===== src/rtl/jk_sched_pkg.sv =====
// Shared op encoding and op-to-j/k mapping for the JK command scheduler.
package jk_sched_pkg;
    localparam logic [1:0] OP_HOLD   = 2'b00;
    localparam logic [1:0] OP_RESET  = 2'b01;
    localparam logic [1:0] OP_SET    = 2'b10;
    localparam logic [1:0] OP_TOGGLE = 2'b11;

    typedef enum logic [1:0] {ST_RESET, ST_IDLE, ST_APPLY} ctl_state_e;

    typedef struct packed {
        logic j;
        logic k;
    } jk_t;

    function automatic jk_t op_to_jk(input logic [1:0] op);
        jk_t r;
        case (op)
            OP_RESET:  r = '{j: 1'b0, k: 1'b1};
            OP_SET:    r = '{j: 1'b1, k: 1'b0};
            OP_TOGGLE: r = '{j: 1'b1, k: 1'b1};
            default:   r = '{j: 1'b0, k: 1'b0};
        endcase
        return r;
    endfunction
endpackage


===== src/rtl/jk_ff.sv =====
// Single JK flip-flop storage cell; no reset, the driver clears it via j=0/k=1.
module jk_ff (
    input  logic clk,
    input  logic j,
    input  logic k,
    output logic q,
    output logic qbar
);
    always_ff @(posedge clk) begin
        case ({j, k})
            2'b01:   q <= 1'b0;
            2'b10:   q <= 1'b1;
            2'b11:   q <= ~q;
            default: q <= q;
        endcase
    end

    assign qbar = ~q;
endmodule


===== src/rtl/rr_arbiter.sv =====
// Combinational round-robin arbiter: search starts at ptr, one-hot grant plus encoded id.
module rr_arbiter #(
    parameter  int NREQ = 4,
    localparam int IDW  = (NREQ > 1) ? $clog2(NREQ) : 1
) (
    input  logic [NREQ-1:0] req,
    input  logic [IDW-1:0]  ptr,
    output logic [NREQ-1:0] gnt,
    output logic [IDW-1:0]  id
);
    logic           found;
    logic [IDW-1:0] cand;

    always_comb begin
        gnt   = '0;
        id    = '0;
        found = 1'b0;
        cand  = '0;
        for (int i = 0; i < NREQ; i++) begin
            cand = IDW'((int'(ptr) + i) % NREQ);
            if (!found && req[cand]) begin
                found     = 1'b1;
                gnt[cand] = 1'b1;
                id        = cand;
            end
        end
    end
endmodule


===== src/rtl/jk_cmd_sched.sv =====
// Round-robin scheduler applying hold/reset/set/toggle commands to a shared jk_ff bank.
// Optional JK_CMD_SCHED_BROADCAST_EN adds req_bcast to drive one op onto every flop.
module jk_cmd_sched
    import jk_sched_pkg::*;
#(
    parameter  int NREQ  = 4,
    parameter  int WIDTH = 8,
    localparam int IDXW  = (WIDTH > 1) ? $clog2(WIDTH) : 1,
    localparam int IDW   = (NREQ > 1) ? $clog2(NREQ) : 1
) (
    input  logic                 clk,
    input  logic                 rst,
    input  logic [NREQ-1:0]      req_valid,
    input  logic [2*NREQ-1:0]    req_op,
    input  logic [IDXW*NREQ-1:0] req_idx,
`ifdef JK_CMD_SCHED_BROADCAST_EN
    input  logic [NREQ-1:0]      req_bcast,
`endif
    output logic [NREQ-1:0]      req_ready,
    output logic [WIDTH-1:0]     q,
    output logic                 busy,
    output logic                 err
);
    ctl_state_e      state_q, state_d;
    logic [IDW-1:0]  ptr_q, ptr_d, win_id;
    logic [1:0]      op_q, op_d;
    logic [IDXW-1:0] idx_q, idx_d;
    logic            bcast_q, bcast_d;
    logic [NREQ-1:0] gnt;
    logic            xfer, apply, oor;
    jk_t             cmd_jk;
    logic [WIDTH-1:0] j_v, k_v, qbar_unused;

    rr_arbiter #(.NREQ(NREQ)) u_arb (
        .req (req_valid),
        .ptr (ptr_q),
        .gnt (gnt),
        .id  (win_id)
    );

    assign req_ready = rst ? '0 : gnt;
    assign xfer      = |(req_valid & req_ready);

    always_comb begin
        state_d = xfer ? ST_APPLY : ST_IDLE;
        ptr_d   = ptr_q;
        op_d    = op_q;
        idx_d   = idx_q;
        bcast_d = bcast_q;
        if (xfer) begin
            ptr_d = (int'(win_id) == NREQ - 1) ? '0 : win_id + 1'b1;
            op_d  = req_op[2*win_id +: 2];
            idx_d = req_idx[IDXW*win_id +: IDXW];
`ifdef JK_CMD_SCHED_BROADCAST_EN
            bcast_d = req_bcast[win_id];
`else
            bcast_d = 1'b0;
`endif
        end
    end

    always_ff @(posedge clk) begin
        if (rst) begin
            state_q <= ST_RESET;
            ptr_q   <= '0;
        end else begin
            state_q <= state_d;
            ptr_q   <= ptr_d;
        end
        op_q    <= op_d;
        idx_q   <= idx_d;
        bcast_q <= bcast_d;
    end

    assign apply  = (state_q == ST_APPLY);
    assign busy   = apply;
    assign cmd_jk = op_to_jk(op_q);
    assign oor    = int'(idx_q) >= WIDTH;
    assign err    = apply & oor & ~bcast_q;

    // Reset clears the bank through the j/k lines and wins over a command in flight.
    always_comb begin
        j_v = '0;
        k_v = '0;
        if (rst) begin
            k_v = '1;
        end else if (apply) begin
            for (int b = 0; b < WIDTH; b++) begin
                if (bcast_q || int'(idx_q) == b) begin
                    j_v[b] = cmd_jk.j;
                    k_v[b] = cmd_jk.k;
                end
            end
        end
    end

    for (genvar g = 0; g < WIDTH; g++) begin : g_bank
        jk_ff u_ff (
            .clk  (clk),
            .j    (j_v[g]),
            .k    (k_v[g]),
            .q    (q[g]),
            .qbar (qbar_unused[g])
        );
    end
endmodule


===== config.mk =====
export PLATFORM = sky130hd
export DESIGN_NAME = jk_cmd_sched
export DESIGN_NICKNAME = d
export VERILOG_FILES = /design/src/rtl/jk_sched_pkg.sv /design/src/rtl/jk_ff.sv /design/src/rtl/rr_arbiter.sv /design/src/rtl/jk_cmd_sched.sv
export SDC_FILE = /design/constraint.sdc
export NUM_CORES = 1
export LEC_CHECK = 0
export ABC_AREA = 1
export BUFFER_PORTS_ARGS = -buffer_cell sky130_fd_sc_hd__buf_2
export CAP_MARGIN = 20
export CELL_PAD_IN_SITES_DETAIL_PLACEMENT = 1
export CELL_PAD_IN_SITES_GLOBAL_PLACEMENT = 1
export CORE_MARGIN = 5
export CORE_UTILIZATION = 38
export DETAILED_ROUTE_END_ITERATION = 12
export PLACE_DENSITY = 0.88
export SETUP_SLACK_MARGIN = 0.05
export SYNTH_ARGS = -nofsm -noshare
export SYNTH_HDL_FRONTEND = slang
export SYNTH_SLANG_ARGS = --single-unit
export TNS_END_PERCENT = 50

===== constraint.sdc =====
create_clock -name clk -period 3.08 [get_ports clk]
set_input_delay 0.924 -clock clk [delete_from_list [all_inputs] [get_ports clk]]
set_output_delay 0.924 -clock clk [all_outputs]
set_load 0.05 [all_outputs]

==> metrics.md, run 1 <==
| Metric | Value |
|---|---|
| Top-count cell post-synth | `nand2_1` |
| Final Cycle Share | `100.6%` |
| XOR/XNOR share of the synthesized area | `between 1 and 1.5%` |
| Hold Crit Class | `reg2reg` |
| Synth Area in Simple Gates | `around two fifths` |
| Largest family of logic cells by synthesized area | `simple AND/OR/NAND/NOR gates` |
| Hold Path End | `g_bank[2].u_ff.q$_DFFE_PP_` |
| Largest net degree at the start of global routing | `13` |
| Setup-failing EPs final | `1` |
| Die Height | `~76 µm` |
| CP cell instances | `buf_2 > nand2_2 > nand3_1 > nand2_2 > nand3_2 > nor2_4 > nand2_1 > nand3_2 > nand2_1 > inv_1 > buf_6` |
| Core Box Area | `around 0.0043 mm²` |
| Grt total ovfl | `0` |
| Syn. warnings | `0` |
| Rel. slew slack | `63.76%` |
| Delay-heaviest family, CP | `simple AND/OR/NAND/NOR gates` |
| Post-synth top area cell | `edfxtp_1` |
| Leak | `a little over 1 nW` |
| Vias/cell | `between 5 and 6` |
| Clock transition at the registers of the reported paths | `around 0.07 ns` |
| Main synth FF type | `edfxtp_1` |
| Max FO, Critical Path | `4` |
| CTS sink cnt | `17` |
| WP data required | `about 2.2 ns` |
| Worst-skew pair later-pin latency | `~0.25 ns` |
| Worst-Margin Slew | `roughly 0.54 ns` |
| Drt initial violations | `~140` |
| Area growth syn-to-layout | `23.73%` |
| Post-route cell area | `0.002036 mm²` |
| Setup TNS | `-0.01717 ns` |
| Count of unique library cells instantiated by Yosys | `33` |
| Clock period minus worst slack | `just over 3 ns` |
| GRT Overall Usage | `between 10% and 20%` |
| Final Hold Vio Count | `0` |
| DRC violations left | `0` |
| Overall Power | `between 1.5 and 2 mW` |
| Endpoint class of the critical path | `primary output` |
| Fmax | `322.9 MHz` |
| Final hold slack | `about 0.57 ns` |
| Worst R2R Path Depth | `15` |
| Share of cells above drive strength 1 | `between 40% and 50%` |
| CTS max path bufs | `2` |
| MaxCap Viol Count | `0` |
| Async SR Flop Fraction | `0%` |
| Synth top area share | `a little under a quarter` |
| Register area share after synthesis | `28.59%` |
| # IOs | `40` |
| CP Launch Type | `input port` |
| Post-synthesis mux area share | `0%` |
| Placed Cells | `slightly above 300` |
| FF-to-FF Start | `ptr_q[0]$_SDFFE_PP0P_` |
| Setup WS post-layout | `-0.01717 ns` |
| Vias | `~1600` |
| Compound-Gate Fraction of Synth Area | `roughly an eighth` |
| Failing checks | `setup timing` |
| Number of port buffers | `38` |
| RSZ-0062 raised after global routing | `yes` |
| Critical R2R Capture | `idx_q[0]$_DFFE_PP_` |
| CP bufs+invs | `3` |
| Mapped Nets | `~260` |
| CTS tree | `built` |
| Hold buffer count at cts | `0` |
| Final HPWL DP | `3347 µm` |
| Outcome | `complete, but fails checks` |
| Hold Crit Depth | `1` |
| Final Core Density | `about 48%` |
| Vias in the first global route | `~1500` |
| Post-Synthesis Cells | `225` |
| Die area | `around 0.0057 mm²` |
| Synthesized flop and latch total | `17` |
| Clk root buf | `clkbuf_8` |
| Drt wl/cell | `about 14 µm` |
| Worst vdd ir | `379.6 µV` |
| Die Span X | `75.80 µm` |
| Most common library cells after synthesis | `55 x nand2_1, 23 x inv_1, 19 x a21oi_1` |
| Final Instance Count excl. Fillers | `317` |
| Power Density | `between 900 and 1000 mW/mm²` |
| WS Path Type | `in2out` |
| DRT Pass-1 Iters | `4` |
| H-tree Lvls | `1` |
| CP peak stage delay | `around 0.17 ns` |
| Top post-synthesis cells by area | `edfxtp_1 24%, nand2_1 13%, ha_1 6.1%` |
| Post-Syn Area | `between 0.0015 and 0.002 mm²` |
| Placed inst area | `about 0.0018 mm²` |
| Row cnt | `24` |
| Internal reg-to-reg setup slack | `0.53 ns` |
| CP Data Arrival Time | `between 2 and 2.5 ns` |
| NumNets Final | `300` |
| Final Skew | `around 0.0055 ns` |
| Pins Over Slew Limit | `0` |
| RePlAce Congestion | `around 0.95` |
| First-pass GRT wire length | `6651 µm` |
| Post-synth EDFFs | `13` |
| Antenna cells | `0` |
| Post-route ant nets | `0` |
| Slowest-stage cell, CP | `nor2_4` |
| Initial Util | `roughly two fifths` |
| Num CTS Buffers | `3` |
| Hold path start | `g_bank[2].u_ff.q$_DFFE_PP_` |
| Initial antenna violation count | `0` |
| Synthesized area per cell | `7.313 µm²` |
| Final wirelength | `4507 µm` |
| Adder-cell share of the synthesized area | `under 10%` |
| Pre-CTS WS | `-0.09041 ns` |
state kept, by name, summed over array words and instances, names as in the netlist:
| register | cells |
|---|---|
| g_bank.u_ff.q | 8 |
| idx_q | 3 |
| op_q | 2 |
| ptr_q | 2 |
| state_q | 2 |
area by class of cell:
| type | count | area (µm²) |
|---|---|---|
| fill | 560 | 2228 |
| multi-input combinational | 166 | 1025 |
| sequential | 17 | 471.7 |
| timing repair buffer | 50 | 315.3 |
| inverter | 28 | 113.9 |
| tap | 52 | 65.06 |
| clock buffer | 4 | 45.04 |
report_power, final:
part / total, mW / internal (mW) / switching [mW] / leakage [nW]
registers: 0.400 / 0.350 / 0.0496 / 0.163
logic: 1.37 / 0.488 / 0.885 / 0.847
clock network: 0.168 / 0.0918 / 0.0760 / 0.0228
routing by layer:
| layer | track usage [%] | up-vias | share of wire (%) |
|---|---|---|---|
| li1 | - | 810 | - |
| met4 | 3.301 | 0 | 1.7 |
| met2 | 24.24 | 33 | 48 |
| met1 | 19.92 | 745 | 46 |
| met3 | 2.507 | 8 | 3.6 |
| met5 | 0 | - | 0 |
layout by cell type, fill, tap and decap left out, types with 6 or more instances in the layout:
master and n:
nand2_1 46, buf_2 33, inv_1 17, nand2_2 16, a21oi_1 16, edfxtp_1 13
buf_4 13, nor2_1 10, inv_2 8, nand3_1 8, nor3_1 8, nand3_2 7
nand4_1 7, ha_1 7, nand2_4 6
kinds of logic (layout without fill, tap and decap cells):
kind of cell | Yosys count | count (layout)
simple gates | 122 | 122
buf+inv | 42 | 82
compound gates | 33 | 33
flops | 17 | 17
fa+ha+maj | 8 | 8
xor+xnor | 2 | 2
other cells | 1 | 1
what timing repair did:
item / 4_1_cts / 5_1_grt
buffers inserted: 2 / 3
gates resized for setup: 9 / 35
pin swaps: 1 / 10
endpoints found under the setup margin: 4 / 4
worst max-delay path by stage:
stage / from / end / depth (start not counted) / slack, ns
2_1_floorplan: ptr_q[0]$_SDFFE_PP0P_ / req_ready[0] / 12 / 0.22
3_3_place_gp: req_valid[3] / req_ready[0] / 12 / -0.08
3_5_place_dp: req_valid[3] / req_ready[1] / 12 / -0.09
4_1_cts: req_valid[3] / req_ready[2] / 11 / 0.05
5_1_grt: req_valid[2] / req_ready[0] / 11 / -0.03
6_report: req_valid[2] / req_ready[0] / 11 / -0.02
(Power assumes the default switching activity.)
==> run 2: changes to the inputs <==
--- a/config.mk
+++ b/config.mk
@@ -5,7 +5,6 @@
 export SDC_FILE = /design/constraint.sdc
 export NUM_CORES = 1
 export LEC_CHECK = 0
-export ABC_AREA = 1
 export BUFFER_PORTS_ARGS = -buffer_cell sky130_fd_sc_hd__buf_2
 export CAP_MARGIN = 20
 export CELL_PAD_IN_SITES_DETAIL_PLACEMENT = 1
@@ -13,7 +12,7 @@
 export CORE_MARGIN = 5
 export CORE_UTILIZATION = 38
 export DETAILED_ROUTE_END_ITERATION = 12
-export PLACE_DENSITY = 0.88
+export PLACE_DENSITY = 0.87
 export SETUP_SLACK_MARGIN = 0.05
 export SYNTH_ARGS = -nofsm -noshare
 export SYNTH_HDL_FRONTEND = slang
==> run 2 against run 1 <==
  * The run still ends with setup timing left
  * Register-to-register slack got worse by 0.64 ns
  * Final cell count fell by 13%
  * Critical path type unchanged
  * Critical endpoint is now req_ready[2]
  * Sequential cell count did not move
  * Non-clock buffer count rose by 27
  * Area after synthesis fell by 5.0%
  * Via count fell by 1.7%
  * Combinational power fell by 4%
==> metrics.md, run 2 <==
| Metric | Value |
|---|---|
| RSZ-0062 raised after global routing | `yes` |
| Async SR Flop Fraction | `0% (unchanged)` |
| NumNets Final | `261 (-13%)` |
| Power Density | `841.7 mW/mm² (-12%)` |
| Number of port buffers | `38 (unchanged)` |
| Most frequent cells in the layout | `33 x buf_4, 30 x buf_2, 15 x nand2_1` |
| CTS max path bufs | `2 (unchanged)` |
| Synth top area share | `24.98% (+1.3 points)` |
| Vias in the first global route | `1666 (+9.8%)` |
| Final Skew | `0.002361 ns (-0.003102 ns)` |
| Outcome | `complete, but fails checks` |
| Overall Power | `1.867 mW (-3.8%)` |
| Die area | `0.005495 mm² (-4.4%)` |
| Post-synth EDFFs | `13 (unchanged)` |
| Synthesized area per cell | `9.529 µm² (+30%)` |
| Largest net degree at the start of global routing | `18 (+5)` |
| Register area | `473.0 µm² (+0.27%)` |
| GRT Overall Usage | `18.77% (+4.1 points)` |
| Most common cell after layout, fill and taps aside | `buf_4` |
| Setup-failing EPs final | `12 (+11)` |
| Final HPWL DP | `3688 µm (+10%)` |
| Setup WS post-layout | `-0.3567 ns (-0.3396 ns)` |
| CTS sink cnt | `17 (unchanged)` |
| DRT Pass-1 Iters | `4 (unchanged)` |
| # IOs | `40 (unchanged)` |
| Top-count cell post-synth | `nand2_1` |
| Mapped Nets | `198 (-24%)` |
| Biggest regs | `g_bank.u_ff.q x8, idx_q x3` |
| Fmax | `291.0 MHz (-9.9%)` |
| Post-route ant nets | `0 (unchanged)` |
| Area growth syn-to-layout | `41.95%` |
| Register area share after synthesis | `30.10% (+1.5 points)` |
| Hold Crit Class | `reg2reg` |
| Worst-skew pair later-pin latency | `0.25 ns (about the same)` |
| Initial antenna violation count | `0 (unchanged)` |
| Hold buffer count at cts | `0 (unchanged)` |
| Post-Synthesis Cells | `164 (-27%)` |
| Failing checks | `setup timing` |
| Vias/cell | `5.685 (+13%)` |
| CP Launch Type | `input port` |
| Most common library cells after synthesis | `17 x nand2_1, 13 x edfxtp_1, 11 x nor2_1` |
| Synthesized flop and latch total | `17 (unchanged)` |
| Rel. slew slack | `59.22% (-4.5 points)` |
| Top post-synthesis cells by area | `edfxtp_1 25%, mux4_2 10%, ha_1 6.4%` |
| Hold Crit Depth | `1 (unchanged)` |
| Drt wl/cell | `18.35 µm (+29%)` |
| Placed inst area | `0.001988 mm² (+8.0%)` |
| DRC violations left | `0 (unchanged)` |
| Clk root buf | `clkbuf_8` |
| MaxCap Viol Count | `0 (unchanged)` |
| Clock period minus worst slack | `3.437 ns (+0.3396 ns)` |
| Multi-input gate area | `0.001045 mm² (+2.0%)` |
| Max FO, Critical Path | `6 (+2)` |
| Main synth FF type | `edfxtp_1` |
| First-pass GRT wire length | `7955 µm (+20%)` |
| Endpoint class of the critical path | `primary output` |
| Post-synth top area cell | `edfxtp_1` |
| Worst R2R Path Depth | `13 (-2)` |
| Core Box Area | `0.004000 mm² (-6.2%)` |
| Die Height | `74.13 µm (-2.2%)` |
| Syn. warnings | `0 (unchanged)` |
| Biggest register | `g_bank.u_ff.q` |
| CP Data Arrival Time | `2.51 ns (+0.34 ns)` |
| Pins Over Slew Limit | `0 (unchanged)` |
| Grt total ovfl | `0 (unchanged)` |
| Post-Syn Area | `0.001563 mm² (-5.0%)` |
| WS Path Type | `in2out` |
| Final wirelength | `5065 µm (+12%)` |
| Initial Util | `39.07% (+0.48 points)` |
| WP data required | `2.16 ns (about the same)` |
| Largest register FFs | `8 (unchanged)` |
| Num CTS Buffers | `3 (unchanged)` |
| Fill cells | `454 (-19%)` |
| CTS tree | `built` |
| Clock transition at the registers of the reported paths | `0.06 ns (about the same)` |
| Share of cells above drive strength 1 | `50.00% (+9.2 points)` |
| Vias | `1569 (-1.7%)` |
| Die Span X | `74.13 µm (-2.2%)` |
| Antenna cells | `0 (unchanged)` |
| Worst vdd ir | `364.4 µV (-4.0%)` |
| RePlAce Congestion | `0.8864 (-7.1%)` |
| Row cnt | `23 (-4.2%)` |
| Final Hold Vio Count | `0 (unchanged)` |
| Count of unique library cells instantiated by Yosys | `43 (+30%)` |
| Leak | `0.9391 nW (-9.1%)` |
| Final Cycle Share | `111.6% (+11 points)` |
| Drt initial violations | `108 (-23%)` |
| H-tree Lvls | `1 (unchanged)` |
| Worst-Margin Slew | `0.6117 ns (+0.07019 ns)` |
| Post-route cell area | `0.002218 mm² (+9.0%)` |
[run 2: cell count changes in the layout (fill, tap and decap cells not counted), moves of 9 or more]
cell / before / now
a211oi_1: 0 / 9
a21oi_1: 16 / 3
buf_4: 13 / 33
buf_6: 2 / 13
inv_1: 17 / 7
nand2_1: 46 / 15
nand2_2: 16 / 1
[run 2: through the flow]
stage / utilization (%) / TNS [ns] / hold WS (ns) / instances / setup slack, ns
detailed placement: 49.70 / -2.831 / 0.5703 / 264 / -0.4632
global placement: 49.70 / -1.834 / 0.5647 / 264 / -0.3889
global route: 55.46 / -2.992 / 0.5934 / 276 / -0.4085
CTS: 54.36 / -1.056 / 0.5830 / 273 / -0.3217
finish: 55.46 / -2.225 / 0.5744 / 276 / -0.3567
floorplan: - / -0.7246 / 0.5518 / 164 / -0.1934
[run 2: power breakdown]
group	switching [mW]	leakage [nW]	internal [mW]
combinational	0.700	0.753	0.619
clock	0.0730	0.0228	0.0919
sequential	0.0493	0.164	0.333
total	0.823	0.939	1.04
[run 2: worst paths after layout]
check / from / endpoint / slack (ns)
setup / recovery: req_valid[2] / req_ready[2] / -0.36
hold / removal: g_bank[3].u_ff.q$_DFFE_PP_ / g_bank[3].u_ff.q$_DFFE_PP_ / 0.57
setup reg to reg: ptr_q[1]$_SDFFE_PP0P_ / ptr_q[0]$_SDFFE_PP0P_ / -0.11
hold reg to reg: g_bank[3].u_ff.q$_DFFE_PP_ / g_bank[3].u_ff.q$_DFFE_PP_ / 0.57
[run 2: kinds of logic (layout without fill, tap and decap cells)]
| family | Yosys count | after routing | synth area share, % |
|---|---|---|---|
| other | 1 | 1 | 0.2400 |
| multiplexers | 15 | 15 | 16.57 |
| buffers and inverters | 28 | 90 | 9.447 |
| AO/OA/AOI/OAI | 47 | 47 | 21.70 |
| adder cells (fa/ha/maj) | 8 | 8 | 6.405 |
| AND/OR/NAND/NOR | 47 | 47 | 14.97 |
| XOR/XNOR | 1 | 1 | 0.5606 |
| flip-flops | 17 | 17 | 30.10 |
[run 2: final cells by class]
| type | count | share of cell area, % |
|---|---|---|
| clock buffer | 4 | 2.030 |
| inverter | 9 | 1.523 |
| multi-input combinational | 119 | 47.10 |
| sequential | 17 | 21.32 |
| tap | 50 | 2.820 |
| timing repair buffer | 77 | 25.21 |
[run 2: routing by layer]
| metal | up-vias | global-route usage (%) | wire [µm] |
|---|---|---|---|
| li1 | 734 | - | - |
| met2 | 56 | 32.38 | 2581 |
| met1 | 759 | 22.06 | 2015 |
| met5 | - | 0 | 0 |
| met3 | 20 | 4.324 | 254 |
| met4 | 0 | 8.652 | 214 |
[run 2: repair_timing]
action / in CTS / in global routing
endpoints found under the hold margin: 0 / 0
pin swaps: 7 / 6
setup endpoints to repair: 4 / 11
setup buffers: 5 / 3
resized for setup: 30 / 6
[run 2: worst max-delay path, stage by stage]
cell and delay [ns]:
buf_8 0.10, mux4_2 0.55, or3b_1 0.42, a21oi_2 0.21, a221oi_2 0.07, nor2_4 0.09
buf_6 0.16
==> run 3: changes to the inputs <==
--- a/config.mk
+++ b/config.mk
@@ -11,6 +11,7 @@
 export CELL_PAD_IN_SITES_GLOBAL_PLACEMENT = 1
 export CORE_MARGIN = 5
 export CORE_UTILIZATION = 38
+export CTS_BUF_LIST = sky130_fd_sc_hd__clkbuf_8
 export DETAILED_ROUTE_END_ITERATION = 12
 export PLACE_DENSITY = 0.87
 export SETUP_SLACK_MARGIN = 0.05
==> constraint.sdc (replaced) <==
create_clock -name clk -period 3.6 [get_ports clk]
set_input_delay 1.08 -clock clk [delete_from_list [all_inputs] [get_ports clk]]
set_output_delay 1.08 -clock clk [all_outputs]
set_load 0.05 [all_outputs]
==> run 3 against run 2 <==
  * The flow still finishes with violations (setup timing)
  * Wire length fell by 1.1%
  * Design area decreased by 2.3%
  * Sequential cell count is the same
  * Core utilization shrank 1.3 points
  * Sequential power fell by 16%
  * Via count decreased by 2.7%
  * Critical path depth unchanged
  * Total power is 15% lower
  * Clock power shrank 15%
==> metrics.md, run 3 (synthesis results as in run 2) <==
| Metric | Value |
|---|---|
| Outcome | `complete, but fails checks` |
| Failing checks | `setup timing` |
| Rel. slew slack | `58.65% (-0.57 points)` |
| # IOs | `40 (unchanged)` |
| Vias | `1527 (-2.7%)` |
| Drt wl/cell | `18.70 µm (+1.9%)` |
| Largest register FFs | `8 (unchanged)` |
| Setup-failing EPs final | `4 (-8)` |
| Placed inst area | `0.001922 mm² (-3.3%)` |
| Final Skew | `0.001847 ns (-0.0005140 ns)` |
| Multi-input gate area | `0.001057 mm² (+1.2%)` |
| Final HPWL DP | `3440 µm (-6.7%)` |
| Critical R2R Capture | `ptr_q[0]$_SDFFE_PP0P_` |
| Final Hold Vio Count | `0 (unchanged)` |
| Final hold slack | `0.5782 ns (+0.003779 ns)` |
| Fill cells | `485 (+6.8%)` |
| Area growth syn-to-layout | `38.67%` |
| Final Core Density | `54.18% (-1.3 points)` |
| Register area | `471.7 µm² (-0.26%)` |
| GRT Overall Usage | `19.60% (+0.82 points)` |
| CTS max path bufs | `2 (unchanged)` |
| Core Box Area | `0.004000 mm² (unchanged)` |
| Biggest register | `g_bank.u_ff.q` |
| Worst vdd ir | `331.3 µV (-9.1%)` |
| CP Data Arrival Time | `2.67 ns (+0.16 ns)` |
| Worst-skew pair later-pin latency | `0.25 ns (about the same)` |
| Critical path origin | `req_valid[2]` |
| Share of cells above drive strength 1 | `47.71% (-2.3 points)` |
| Initial antenna violation count | `0 (unchanged)` |
| Grt total ovfl | `0 (unchanged)` |
| Initial Util | `39.07% (unchanged)` |
| CTS sink cnt | `17 (unchanged)` |
| FF-to-FF Start | `ptr_q[1]$_SDFFE_PP0P_` |
| Setup TNS | `-0.3535 ns (+1.872 ns)` |
| Drt initial violations | `121 (+12%)` |
| Hold Crit Class | `reg2reg` |
| Clk root buf | `clkbuf_8` |
| Post-route cell area | `0.002167 mm² (-2.3%)` |
| Pins Over Slew Limit | `0 (unchanged)` |
| Largest net degree at the start of global routing | `18 (unchanged)` |
| Die Span X | `74.13 µm (unchanged)` |
| Worst R2R Path Depth | `10 (-3)` |
| Num CTS Buffers | `3 (unchanged)` |
| Antenna cells | `0 (unchanged)` |
| First-pass GRT wire length | `8266 µm (+3.9%)` |
| Number of port buffers | `38 (unchanged)` |
| Setup WS post-layout | `-0.1502 ns (+0.2066 ns)` |
| Internal reg-to-reg setup slack | `0.40 ns (+0.51 ns)` |
| NumNets Final | `253 (-3.1%)` |
| Hold buffer count at cts | `0 (unchanged)` |
| RePlAce Congestion | `0.9364 (+5.6%)` |
| Vias in the first global route | `1672 (+0.36%)` |
| MaxCap Viol Count | `0 (unchanged)` |
| RSZ-0062 raised after global routing | `yes` |
| CP Launch Type | `input port` |
| Clock transition at the registers of the reported paths | `0.07 ns (about the same)` |
| Max FO, Critical Path | `6 (unchanged)` |
| DRT Pass-1 Iters | `4 (unchanged)` |
| Fmax | `266.7 MHz` |
| DRC violations left | `0 (unchanged)` |
| H-tree Lvls | `1 (unchanged)` |
| Row cnt | `23 (unchanged)` |
| Most common cell after layout, fill and taps aside | `buf_2` |
| Worst-Margin Slew | `0.6203 ns (+0.008513 ns)` |
| Power Density | `729.2 mW/mm² (-13%)` |
| Die Height | `74.13 µm (unchanged)` |
| Final Cycle Share | `104.2%` |
| WS Path Type | `in2out` |
| Setup crit end | `req_ready[2]` |
| Leak | `0.9045 nW (-3.7%)` |
| Most frequent cells in the layout | `30 x buf_2, 28 x buf_4, 15 x nand2_1` |
| Final wirelength | `5011 µm (-1.1%)` |
| Clock period minus worst slack | `between 3 and 4 ns` |
| Endpoint class of the critical path | `primary output` |
| Biggest regs | `g_bank.u_ff.q x8, idx_q x3` |
| WP data required | `2.52 ns (+0.36 ns)` |
| Placed Cells | `257 (-2.7%)` |
| Final Instance Count excl. Fillers | `268 (-2.9%)` |
| Post-route ant nets | `0 (unchanged)` |
| Die area | `0.005495 mm² (unchanged)` |
| Vias/cell | `5.698 (+0.23%)` |
| CTS tree | `built` |
-- run 3: timing repair --
item	in CTS	in global routing
endpoints found under the setup margin	4	4
gates resized for setup	34	6
setup buffers	6	1
pin swaps	5	1
-- run 3: layout make-up --
| type | instances | area share, % |
|---|---|---|
| Clock buffer | 3 | 1.905 |
| Clock inverter | 1 | 0.1732 |
| Multi-Input combinational cell | 119 | 48.79 |
| Sequential cell | 17 | 21.77 |
| Timing Repair Buffer | 69 | 22.69 |
| Inverter | 9 | 1.790 |
| Tap cell | 50 | 2.887 |
-- run 3: per-stage QoR --
| stage | setup slack [ns] | total power [mW] |
|---|---|---|
| final | -0.1502 | 1.580 |
| after global routing | -0.1757 | 1.676 |
| after CTS | -0.07642 | 1.514 |
| after detailed placement | -0.2610 | 1.241 |
| after global placement | -0.1940 | 1.207 |
| after floorplan | 0.01464 | 0.9637 |
-- run 3: power by group --
group	internal [mW]	switching, mW	leakage (nW)
Clock	0.0757	0.0649	0.0269
Combinational	0.510	0.607	0.714
Sequential	0.284	0.0384	0.163
Total	0.870	0.711	0.905
-- run 3: metal layers --
metal | track usage, % | up-vias | share of wire [%]
li1 | - | 720 | -
met1 | 24.00 | 753 | 43
met2 | 35.14 | 43 | 52
met3 | 3.108 | 11 | 3.4
met4 | 6.036 | 0 | 1.8
met5 | 0 | - | 0
-- run 3: worst min path at each step --
stage                          startpoint                         end  slack [ns]  cells after the start
6_report       g_bank[6].u_ff.q$_DFFE_PP_  g_bank[6].u_ff.q$_DFFE_PP_        0.58                      1
3_3_place_gp   g_bank[1].u_ff.q$_DFFE_PP_  g_bank[1].u_ff.q$_DFFE_PP_        0.57                      1
5_1_grt        g_bank[7].u_ff.q$_DFFE_PP_  g_bank[7].u_ff.q$_DFFE_PP_        0.62                      1
4_1_cts        g_bank[6].u_ff.q$_DFFE_PP_  g_bank[6].u_ff.q$_DFFE_PP_        0.59                      1
3_5_place_dp   g_bank[6].u_ff.q$_DFFE_PP_  g_bank[6].u_ff.q$_DFFE_PP_        0.58                      1
2_1_floorplan  g_bank[2].u_ff.q$_DFFE_PP_  g_bank[2].u_ff.q$_DFFE_PP_        0.55                      1
-- run 3: critical path: stages --
cell and delay (ns):
buf_8 0.11, mux4_2 0.55, or3b_4 0.42, a21oi_4 0.19, a221oi_2 0.06, nor2_4 0.10, buf_8 0.15
